<file path="src/rtl/nw_pkg.sv">
// -----------------------------------------------------------------------------
// nw_pkg
// Shared definitions for the Needleman-Wunsch cell engine: score constants,
// score width and saturation bounds, nucleotide and traceback direction codes,
// and the sweep controller state encoding.
// -----------------------------------------------------------------------------
package nw_pkg;

   // Score arithmetic
   localparam int SCORE_W        = 9;
   localparam int SCORE_MIN      = -256;
   localparam int SCORE_MAX      = 255;
   localparam int MATCH_SCORE    = 1;
   localparam int MISMATCH_SCORE = -1;
   localparam int GAP_SCORE      = -2;

   // Nucleotide encoding of the sequence ROMs
   typedef enum logic [1:0] {
      NUC_A = 2'd0,
      NUC_C = 2'd1,
      NUC_G = 2'd2,
      NUC_T = 2'd3
   } nuc_t;

   // Traceback direction codes
   localparam logic [1:0] DIR_DIAG = 2'd0;
   localparam logic [1:0] DIR_UP   = 2'd1;
   localparam logic [1:0] DIR_LEFT = 2'd2;

   // Sweep controller states
   typedef enum logic [2:0] {
      S_IDLE  = 3'd0,
      S_REQ   = 3'd1,
      S_WAIT  = 3'd2,
      S_CALC  = 3'd3,
      S_WRITE = 3'd4,
      S_NEXT  = 3'd5,
      S_DONE  = 3'd6
   } state_t;

endpackage

</file>
<file path="src/rtl/nw_cell_engine_max3_sel.sv">
// -----------------------------------------------------------------------------
// max3_sel
// Combinational cell scorer: returns the saturated maximum of
// diag+s(a,b), up+GAP and left+GAP together with the winning direction.
// Ties resolve diag > up > left.
//
// Ports:
//   diag, up, left  in  SCORE_W signed  neighbour scores
//   match           in  1               char_a == char_b
//   max             out SCORE_W signed  saturated best score
//   dir             out 2               winning direction (DIR_DIAG/UP/LEFT)
// -----------------------------------------------------------------------------
module max3_sel
   import nw_pkg::*;
#(
   parameter int MATCH    = MATCH_SCORE,
   parameter int MISMATCH = MISMATCH_SCORE,
   parameter int GAP      = GAP_SCORE
) (
   input  logic signed [SCORE_W-1:0] diag,
   input  logic signed [SCORE_W-1:0] up,
   input  logic signed [SCORE_W-1:0] left,
   input  logic                      match,
   output logic signed [SCORE_W-1:0] max,
   output logic [1:0]                dir
);

   // Two guard bits keep the sums exact before saturation.
   localparam int EXT_W = SCORE_W + 2;

   localparam logic signed [EXT_W-1:0] MATCH_X    = EXT_W'(MATCH);
   localparam logic signed [EXT_W-1:0] MISMATCH_X = EXT_W'(MISMATCH);
   localparam logic signed [EXT_W-1:0] GAP_X      = EXT_W'(GAP);
   localparam logic signed [EXT_W-1:0] SAT_HI     = EXT_W'(SCORE_MAX);
   localparam logic signed [EXT_W-1:0] SAT_LO     = EXT_W'(SCORE_MIN);

   logic signed [EXT_W-1:0] d_sum;
   logic signed [EXT_W-1:0] u_sum;
   logic signed [EXT_W-1:0] l_sum;
   logic signed [EXT_W-1:0] best;

   always_comb begin
      d_sum = {{2{diag[SCORE_W-1]}}, diag} + (match ? MATCH_X : MISMATCH_X);
      u_sum = {{2{up[SCORE_W-1]}},   up}   + GAP_X;
      l_sum = {{2{left[SCORE_W-1]}}, left} + GAP_X;

      if (d_sum >= u_sum && d_sum >= l_sum) begin
         best = d_sum;
         dir  = DIR_DIAG;
      end else if (u_sum >= l_sum) begin
         best = u_sum;
         dir  = DIR_UP;
      end else begin
         best = l_sum;
         dir  = DIR_LEFT;
      end

      if (best > SAT_HI) begin
         max = SAT_HI[SCORE_W-1:0];
      end else if (best < SAT_LO) begin
         max = SAT_LO[SCORE_W-1:0];
      end else begin
         max = best[SCORE_W-1:0];
      end
   end

endmodule

</file>
<file path="src/rtl/nw_cell_engine.sv">
// -----------------------------------------------------------------------------
// nw_cell_engine
// Per-cell compute and sweep controller for the Needleman-Wunsch score matrix.
// Walks interior cells (1,1)..(N,N) row-major; for each cell it requests the
// diag/up/left neighbours, scores them with max3_sel and hands the result back
// to the score RAM manager with a one-cycle write strobe.
//
// Optional feature (macro NW_TRACEBACK_DIR_EN):
//   defined   - dir is registered with the score; dir_valid pulses with en_ins
//   undefined - dir and dir_valid are tied to zero, no direction register
//
// Ports:
//   clk           in   system clock
//   rst           in   synchronous active-low reset
//   start         in   begin matrix fill (honoured in IDLE only)
//   char_a/char_b in   nucleotides A[i-1], B[j-1]
//   diag/up/left  in   neighbour scores, valid with signal
//   signal        in   one-cycle pulse: neighbours valid
//   i, j          out  current cell index
//   en_read       out  neighbour read request (REQ and WAIT)
//   change_index  out  one-cycle pulse after index advance
//   en_ins, we    out  one-cycle write strobes
//   max           out  cell score, held between writes
//   busy          out  sweep in progress
//   done          out  one-cycle completion pulse
//   dir/dir_valid out  traceback direction and strobe
// -----------------------------------------------------------------------------
module nw_cell_engine
   import nw_pkg::*;
#(
   parameter int N        = 128,
   parameter int BitAddr  = $clog2(N + 1),
   parameter int MATCH    = MATCH_SCORE,
   parameter int MISMATCH = MISMATCH_SCORE,
   parameter int GAP      = GAP_SCORE
) (
   input  logic                      clk,
   input  logic                      rst,
   input  logic                      start,
   input  logic [1:0]                char_a,
   input  logic [1:0]                char_b,
   input  logic signed [SCORE_W-1:0] diag,
   input  logic signed [SCORE_W-1:0] up,
   input  logic signed [SCORE_W-1:0] left,
   input  logic                      signal,
   output logic [BitAddr:0]          i,
   output logic [BitAddr:0]          j,
   output logic                      en_read,
   output logic                      change_index,
   output logic                      en_ins,
   output logic                      we,
   output logic signed [SCORE_W-1:0] max,
   output logic                      busy,
   output logic                      done,
   output logic [1:0]                dir,
   output logic                      dir_valid
);

   localparam logic [BitAddr:0] IDX_ONE = (BitAddr + 1)'(1);
   localparam logic [BitAddr:0] IDX_N   = (BitAddr + 1)'(N);

   state_t state;
   state_t state_next;

   logic signed [SCORE_W-1:0] diag_reg;
   logic signed [SCORE_W-1:0] up_reg;
   logic signed [SCORE_W-1:0] left_reg;
   logic                      match_reg;
   logic signed [SCORE_W-1:0] sel_max;
   logic [1:0]                sel_dir;
   logic                      last_cell;

   assign last_cell = (i == IDX_N) && (j == IDX_N);

   max3_sel #(
      .MATCH    (MATCH),
      .MISMATCH (MISMATCH),
      .GAP      (GAP)
   ) u_max3_sel (
      .diag  (diag_reg),
      .up    (up_reg),
      .left  (left_reg),
      .match (match_reg),
      .max   (sel_max),
      .dir   (sel_dir)
   );

   // State, index and datapath registers
   always_ff @(posedge clk) begin
      if (!rst) begin
         state     <= S_IDLE;
         i         <= IDX_ONE;
         j         <= IDX_ONE;
         max       <= '0;
         diag_reg  <= '0;
         up_reg    <= '0;
         left_reg  <= '0;
         match_reg <= 1'b0;
      end else begin
         state <= state_next;
         case (state)
            S_IDLE: begin
               if (start) begin
                  i <= IDX_ONE;
                  j <= IDX_ONE;
               end
            end
            S_WAIT: begin
               // Neighbours and chars are captured so the manager and the
               // sequence ROMs are free to move on after the handshake.
               if (signal) begin
                  diag_reg  <= diag;
                  up_reg    <= up;
                  left_reg  <= left;
                  match_reg <= (char_a == char_b);
               end
            end
            S_CALC: max <= sel_max;
            S_WRITE: begin
               // The index moves as WRITE retires, so change_index in NEXT
               // already sees the new (i,j). The final cell keeps (N,N).
               if (!last_cell) begin
                  if (j < IDX_N) begin
                     j <= j + 1'b1;
                  end else begin
                     j <= IDX_ONE;
                     i <= i + 1'b1;
                  end
               end
            end
            default: ;
         endcase
      end
   end

   // Next-state and strobe decode
   always_comb begin
      state_next   = state;
      en_read      = 1'b0;
      en_ins       = 1'b0;
      we           = 1'b0;
      change_index = 1'b0;
      busy         = 1'b0;
      done         = 1'b0;
      case (state)
         S_IDLE: begin
            if (start) state_next = S_REQ;
         end
         S_REQ: begin
            busy       = 1'b1;
            en_read    = 1'b1;
            state_next = S_WAIT;
         end
         S_WAIT: begin
            busy    = 1'b1;
            en_read = 1'b1;
            if (signal) state_next = S_CALC;
         end
         S_CALC: begin
            busy       = 1'b1;
            state_next = S_WRITE;
         end
         S_WRITE: begin
            busy = 1'b1;
            // Gated by rst so a reset landing on WRITE never commits a cell.
            en_ins     = rst;
            we         = rst;
            state_next = last_cell ? S_DONE : S_NEXT;
         end
         S_NEXT: begin
            busy         = 1'b1;
            change_index = 1'b1;
            state_next   = S_REQ;
         end
         S_DONE: begin
            done       = 1'b1;
            state_next = S_IDLE;
         end
         default: state_next = S_IDLE;
      endcase
   end

`ifdef NW_TRACEBACK_DIR_EN
   logic [1:0] dir_reg;

   always_ff @(posedge clk) begin
      if (!rst) begin
         dir_reg <= DIR_DIAG;
      end else if (state == S_CALC) begin
         dir_reg <= sel_dir;
      end
   end

   assign dir       = dir_reg;
   assign dir_valid = (state == S_WRITE) && rst;
`else
   // Direction is computed by the shared scorer but not kept here.
   logic unused_sel_dir;
   assign unused_sel_dir = ^sel_dir;
   assign dir            = 2'b00;
   assign dir_valid      = 1'b0;
`endif

endmodule
</file>
<file path="config.mk">
export PLATFORM = sky130hd
export DESIGN_NAME = nw_cell_engine
export DESIGN_NICKNAME = d
export VERILOG_FILES = /design/src/rtl/nw_pkg.sv /design/src/rtl/nw_cell_engine_max3_sel.sv /design/src/rtl/nw_cell_engine.sv
export SDC_FILE = /design/constraint.sdc
export NUM_CORES = 1
export LEC_CHECK = 0
export BUFFER_PORTS_ARGS = -buffer_cell sky130_fd_sc_hd__buf_2
export CORE_MARGIN = 8
export CORE_UTILIZATION = 59
export CTS_BUF_LIST = sky130_fd_sc_hd__clkbuf_2 sky130_fd_sc_hd__clkbuf_4 sky130_fd_sc_hd__clkbuf_8
export DETAILED_ROUTE_END_ITERATION = 12
export PLACE_DENSITY = 0.84
export SKIP_LAST_GASP = 1
export SLEW_MARGIN = 15
export SYNTH_ARGS = -nofsm -noshare
export SYNTH_HDL_FRONTEND = slang
export SYNTH_HIERARCHICAL = 1
export SYNTH_SLANG_ARGS = --single-unit
</file>
<file path="constraint.sdc">
create_clock -name clk -period 4 [get_ports clk]
set_input_delay 0.4 -clock clk [delete_from_list [all_inputs] [get_ports clk]]
set_output_delay 0.4 -clock clk [all_outputs]
set_load 0.01 [all_outputs]
</file>
# After elaboration in Yosys (flattened, before gate mapping)
# Index checks and enable logic that the tools add are counted.
dict set report totals {
  reg_bits 58
  elab_cells 63
}
dict set report op_classes {
  eq_ne 13
  muxes 21
  addsub 5
  n_lt_le_gt_ge 6
  n_reduce_logical 10
}
# cell n
set op_table {}
lappend op_table {{$mux 9} 7}
lappend op_table {{$pmux 9 s2} 2}
lappend op_table {{$ge 11x11->1} 3}
lappend op_table {{$mux 11} 3}
lappend op_table {{$add 9x2->10 const B} 2}
lappend op_table {{$add 9x1->9 const B} 2}
lappend op_table {{$eq 9x8->1 const B} 2}
lappend op_table {{$pmux 3 s6} 1}
lappend op_table {{$add 11x11->11} 1}
lappend op_table {{$gt 11x9->1 const B} 1}
lappend op_table {{$lt 11x9->1 const B} 1}
lappend op_table {{$eq 3x3->1 const B} 3}
lappend op_table {{$lt 9x8->1 const B} 1}
lappend op_table {{$ne 2x2->1 const B} 4}
lappend op_table {{$eq 3x2->1 const B} 2}
lappend op_table {{$mux 3} 2}
lappend op_table {{$mux 1} 5}
lappend op_table {{$reduce_or 5->1} 1}
lappend op_table {{$reduce_and 2->1} 2}
lappend op_table {{$reduce_and 4->1} 1}
lappend op_table {{$eq 3x1->1 const B} 1}
lappend op_table {{$logic_not 3->1} 1}
lappend op_table {{$reduce_and 3->1} 1}
lappend op_table {{$eq 2x2->1} 1}
lappend op_table {{other kinds (4)} 5}

# Depth between registers and ports, before layout
dict set report logic_depth {
  word_depth 8
  mapped_depth 18
}

# Cells and area by module
# Netlist, hierarchy kept.
# module cells_per_inst area_per_inst_um2 instances seq_area_each_um2
set by_module_without_submodules {}
lappend by_module_without_submodules {nw_cell_engine 317 2590.0 1 1161.1}
lappend by_module_without_submodules {max3_sel 234 1757.9 1 0.0}

# Worst setup path before layout
# Ideal clock, no wire load.
dict set report synth_path {
  path_type {register -> register}
  startpoint {reg match_reg}
  endpoint {reg max[1]}
  stages_incl_launch_ff 18
  setup_slack_ps 367
  setup_time_ps 128
  n_path_buf 0
  required_time_ps 3872
  synth_period_minus_slack_ps 3633
  t_arrival_ps 3506
  path_cell_list {dfxtp_1 > inv_1 > fa_1 > a21oi_2 > o2111ai_2 > a21oi_2 > nor2_1 > o31ai_1 > ha_1 > nor3b_1 > nand2_1 > a211oi_1 > a221oi_2 > nand3_1 > o32ai_4 > o221ai_1 > mux2i_1 > nor2_1}
}
dict set report synth_between {
  elab_chain_len 8
  word_cells_on_any_way 10
  classes_between {1 x add/sub; 4 x order compare; 4 x mux; 1 x reduce/logical}
}
# element line
set synth_lines {}
lappend synth_lines {{start, declared} nw_cell_engine.sv:68} ;# logic match_reg;
lappend synth_lines {{start signal, assigned} nw_cell_engine.sv:115} ;# match_reg <= (char_a == char_b);
lappend synth_lines {{$mux 11 *} nw_cell_engine_max3_sel.sv:43} ;# d_sum = {{2{diag[SCORE_W-1]}}, diag} + (match ? MATCH_X : MISMATCH_X);
lappend synth_lines {{$add 11x11->11 *} nw_cell_engine_max3_sel.sv:43}
lappend synth_lines {{$ge 11x11->1} nw_cell_engine_max3_sel.sv:47} ;# if (d_sum >= u_sum && d_sum >= l_sum) begin
lappend synth_lines {{$logic_and 1x1->1} nw_cell_engine_max3_sel.sv:47}
lappend synth_lines {{$mux 11 *} nw_cell_engine_max3_sel.sv:47}
lappend synth_lines {{$lt 11x9->1} nw_cell_engine_max3_sel.sv:60} ;# end else if (best < SAT_LO) begin
lappend synth_lines {{$mux 9} nw_cell_engine_max3_sel.sv:60}
lappend synth_lines {{$mux 9 *} nw_cell_engine_max3_sel.sv:58} ;# if (best > SAT_HI) begin
lappend synth_lines {{net sel_max[1]} nw_cell_engine.sv:69} ;# logic signed [SCORE_W-1:0] sel_max;
lappend synth_lines {{end signal, assigned} nw_cell_engine.sv:118} ;# S_CALC: max <= sel_max;
lappend synth_lines {{end, declared} nw_cell_engine.sv:52} ;# output logic signed [SCORE_W-1:0] max,
# Mark *: on every way through the listed nets, which the timed path passes. The rest lies on a longest branch.
# A chain may end at the register's enable or synchronous reset.

# Final worst setup path
dict set report layout_path {
  startpoint {reg match_reg}
  endpoint {reg max[5]}
}
# Same word-level chain as after synthesis.

==> reports/summary.txt <==
initial antenna violation count: 0
setup violators final: 0
Mean Syn Cell Area: 7.90 um^2
fillcell total: 580
Pleak: 2.26 nW
Tot GR Track Use: 0.233
Fmax: 254 MHz
combined flip-flop and latch cell area: 1160 um^2
global-route wire length before repair: 19200 um
design area: 5160 um^2
max-slew violations: 0
worst slew pin tran: 1130 ps
critical path class: reg -> reg
detailed-route DRC error count: 0
Crit-path slowest cell: dfxtp_2
Starting Density: 0.605
worst-path fanout max: 5
Die ar.: 10400 um^2
Hold Crit Class: in -> reg
Die X: 102 um
Die Y: 102 um
clk_skew: 7.51 ps
Max VDD drop: 0.279 mV
Port Buffers: 67
Worst Setup Start Kind: flip-flop
# rows: 31
antenna-violating nets left: 0
routed len/inst: 16.9 um
drt pass-1 iters: 5
area of the multi-input gates: 3080 um^2
Critical Path End Type: flip-flop
share of cells above drive strength 1: 0.220
CTS sink count: 58
CTS Hold Bufs: 0
area of the mapped netlist: 4340 um^2
Worst Path Arrival: 4140 ps
buffers and inverters on the worst path: 3
Crit path largest cell delay: 340 ps
CTS Buffer Depth: 2
CTS tree: built
worst path required time: 4210 ps
via-per-instance ratio: 6.02
vias in the first global route: 4086
Reg clk slew, reported paths: 80 ps
final wirelength: 12200 um
placed insts: 698
final hold vios: 0
Synth Warn #: 6
setup TNS: 0 ps
P&R area growth vs syn: 19.0%
vias: 4320
CP most frequent cell: a21oi_2
Pwr Density: 571 nW/um^2
GR Overflow Total: 0
GPL Wtd Cong: 1.01
H-tree levels: 3
max_cap viols: 0
result of the run: complete, no violations
CTS Root Cell: clkbuf_8
Tcrit/Tclk final: 0.983
Critical Path, Cell by Cell: inv_4 > ha_2 > o21a_1 > a21oi_2 > o211ai_1 > a21oi_2 > xnor2_2 > inv_1 > ha_4 > nand3_1 > a211o_1 > a221oi_4 > nand3_2 > o32ai_4 > buf_6 > o221ai_1 > mux2i_1 > nor2_1
ant diodes: 0
Top-Level Pins: 71
Final Critical Period: 3930 ps
dpl cell area: 4720 um^2
Syn Inst Count: 549
1st-iter DRT viols: 235
core area: 7180 um^2
final cell count without fillers: 718
nets: 696
later-pin clock latency in the skew report: 340 ps
TritonCTS Buffers: 9
pin count of the biggest net entering global routing: 30
DP HPWL: 8830 um
Slew HR: 0.242
crit-path leading delay family: compound AO/OA/AOI/OAI gates
## power breakdown
part / switching [mW] / internal, mW / leakage, nW
combinational: 0.920 / 0.706 / 1.66
sequential: 0.0342 / 0.602 / 0.470
clock: 0.269 / 0.419 / 0.124
total: 1.22 / 1.73 / 2.26
## path summary, 6_finish.rpt
check,slack [ps],cells after the start,end,start
setup / recovery,70,18,max[5],match_reg
hold / removal,290,3,up_reg[5],up[5]
setup reg to reg,70,18,max[5],match_reg
hold reg to reg,470,2,diag_reg[6],diag_reg[6]
## layer usage
metal / part of all wire / GRT usage
met1: 0.41 / 0.279
met2: 0.49 / 0.384
met3: 0.070 / 0.0529
met4: 0.032 / 0.109
met5: 0 / 0
## placed cells by master (no fill, tap or decap), types with 4 or more instances in the layout
| master | count |
|---|---|
| a21o_1 | 4 |
| a21oi_1 | 54 |
| a21oi_2 | 4 |
| and2_1 | 5 |
| and3_1 | 4 |
| buf_2 | 67 |
| buf_4 | 9 |
| clkbuf_8 | 9 |
| dfxtp_1 | 56 |
| ha_1 | 41 |
| ha_4 | 4 |
| inv_1 | 31 |
| mux2i_1 | 14 |
| nand2_1 | 94 |
| nand2b_1 | 7 |
| nand3_1 | 15 |
| nand3b_1 | 4 |
| nand4_1 | 4 |
| nor2_1 | 38 |
| nor2b_1 | 4 |
| nor3_1 | 10 |
| nor4_1 | 7 |
| nor4b_1 | 4 |
| o21ai_0 | 16 |
| o221ai_2 | 4 |
| o22ai_1 | 4 |
| o31a_1 | 4 |
| xnor2_1 | 12 |
| xor2_1 | 6 |
## per-stage QoR
step | setup slack [ps] | utilization | power, mW | hold slack (ps)
3_3_place_gp | 143 | 0.658 | 1.92 | 447
3_5_place_dp | 1.08 | 0.658 | 1.97 | 458
2_1_floorplan | 367 | - | 1.70 | 432
5_1_grt | -118 | 0.719 | 3.13 | 271
6_report | 69.0 | 0.719 | 2.95 | 288
4_1_cts | 63.7 | 0.694 | 2.67 | 274
## what timing repair did
action | 4_1_cts | 5_1_grt
pin swaps | 0 | 10
endpoints found under the hold margin | 0 | 0
setup buffers | 0 | 4
endpoints found under the setup margin | 4 | 8
resized for setup | 2 | 28
## worst reg2reg max path, delay by kind of cell (launching register included)
family | cells | cell delay (ps)
AND/OR/NAND/NOR | 3 | 300
AO/OA/AOI/OAI | 8 | 1840
buffers and inverters | 3 | 360
multiplexers | 1 | 200
flip-flops | 1 | 340
XOR/XNOR | 1 | 150
adder cells (fa/ha/maj) | 2 | 600
## layout make-up
type                            count  share of cell area
Timing Repair Buffer               78              0.0824
Tap cell                           99              0.0240
Clock buffer                        9              0.0240
Inverter                           32              0.0238
Multi-Input combinational cell    435               0.596
Sequential cell                    58               0.225
Clock inverter                      7              0.0242
Note: power is estimated with default switching activity, not from simulation.
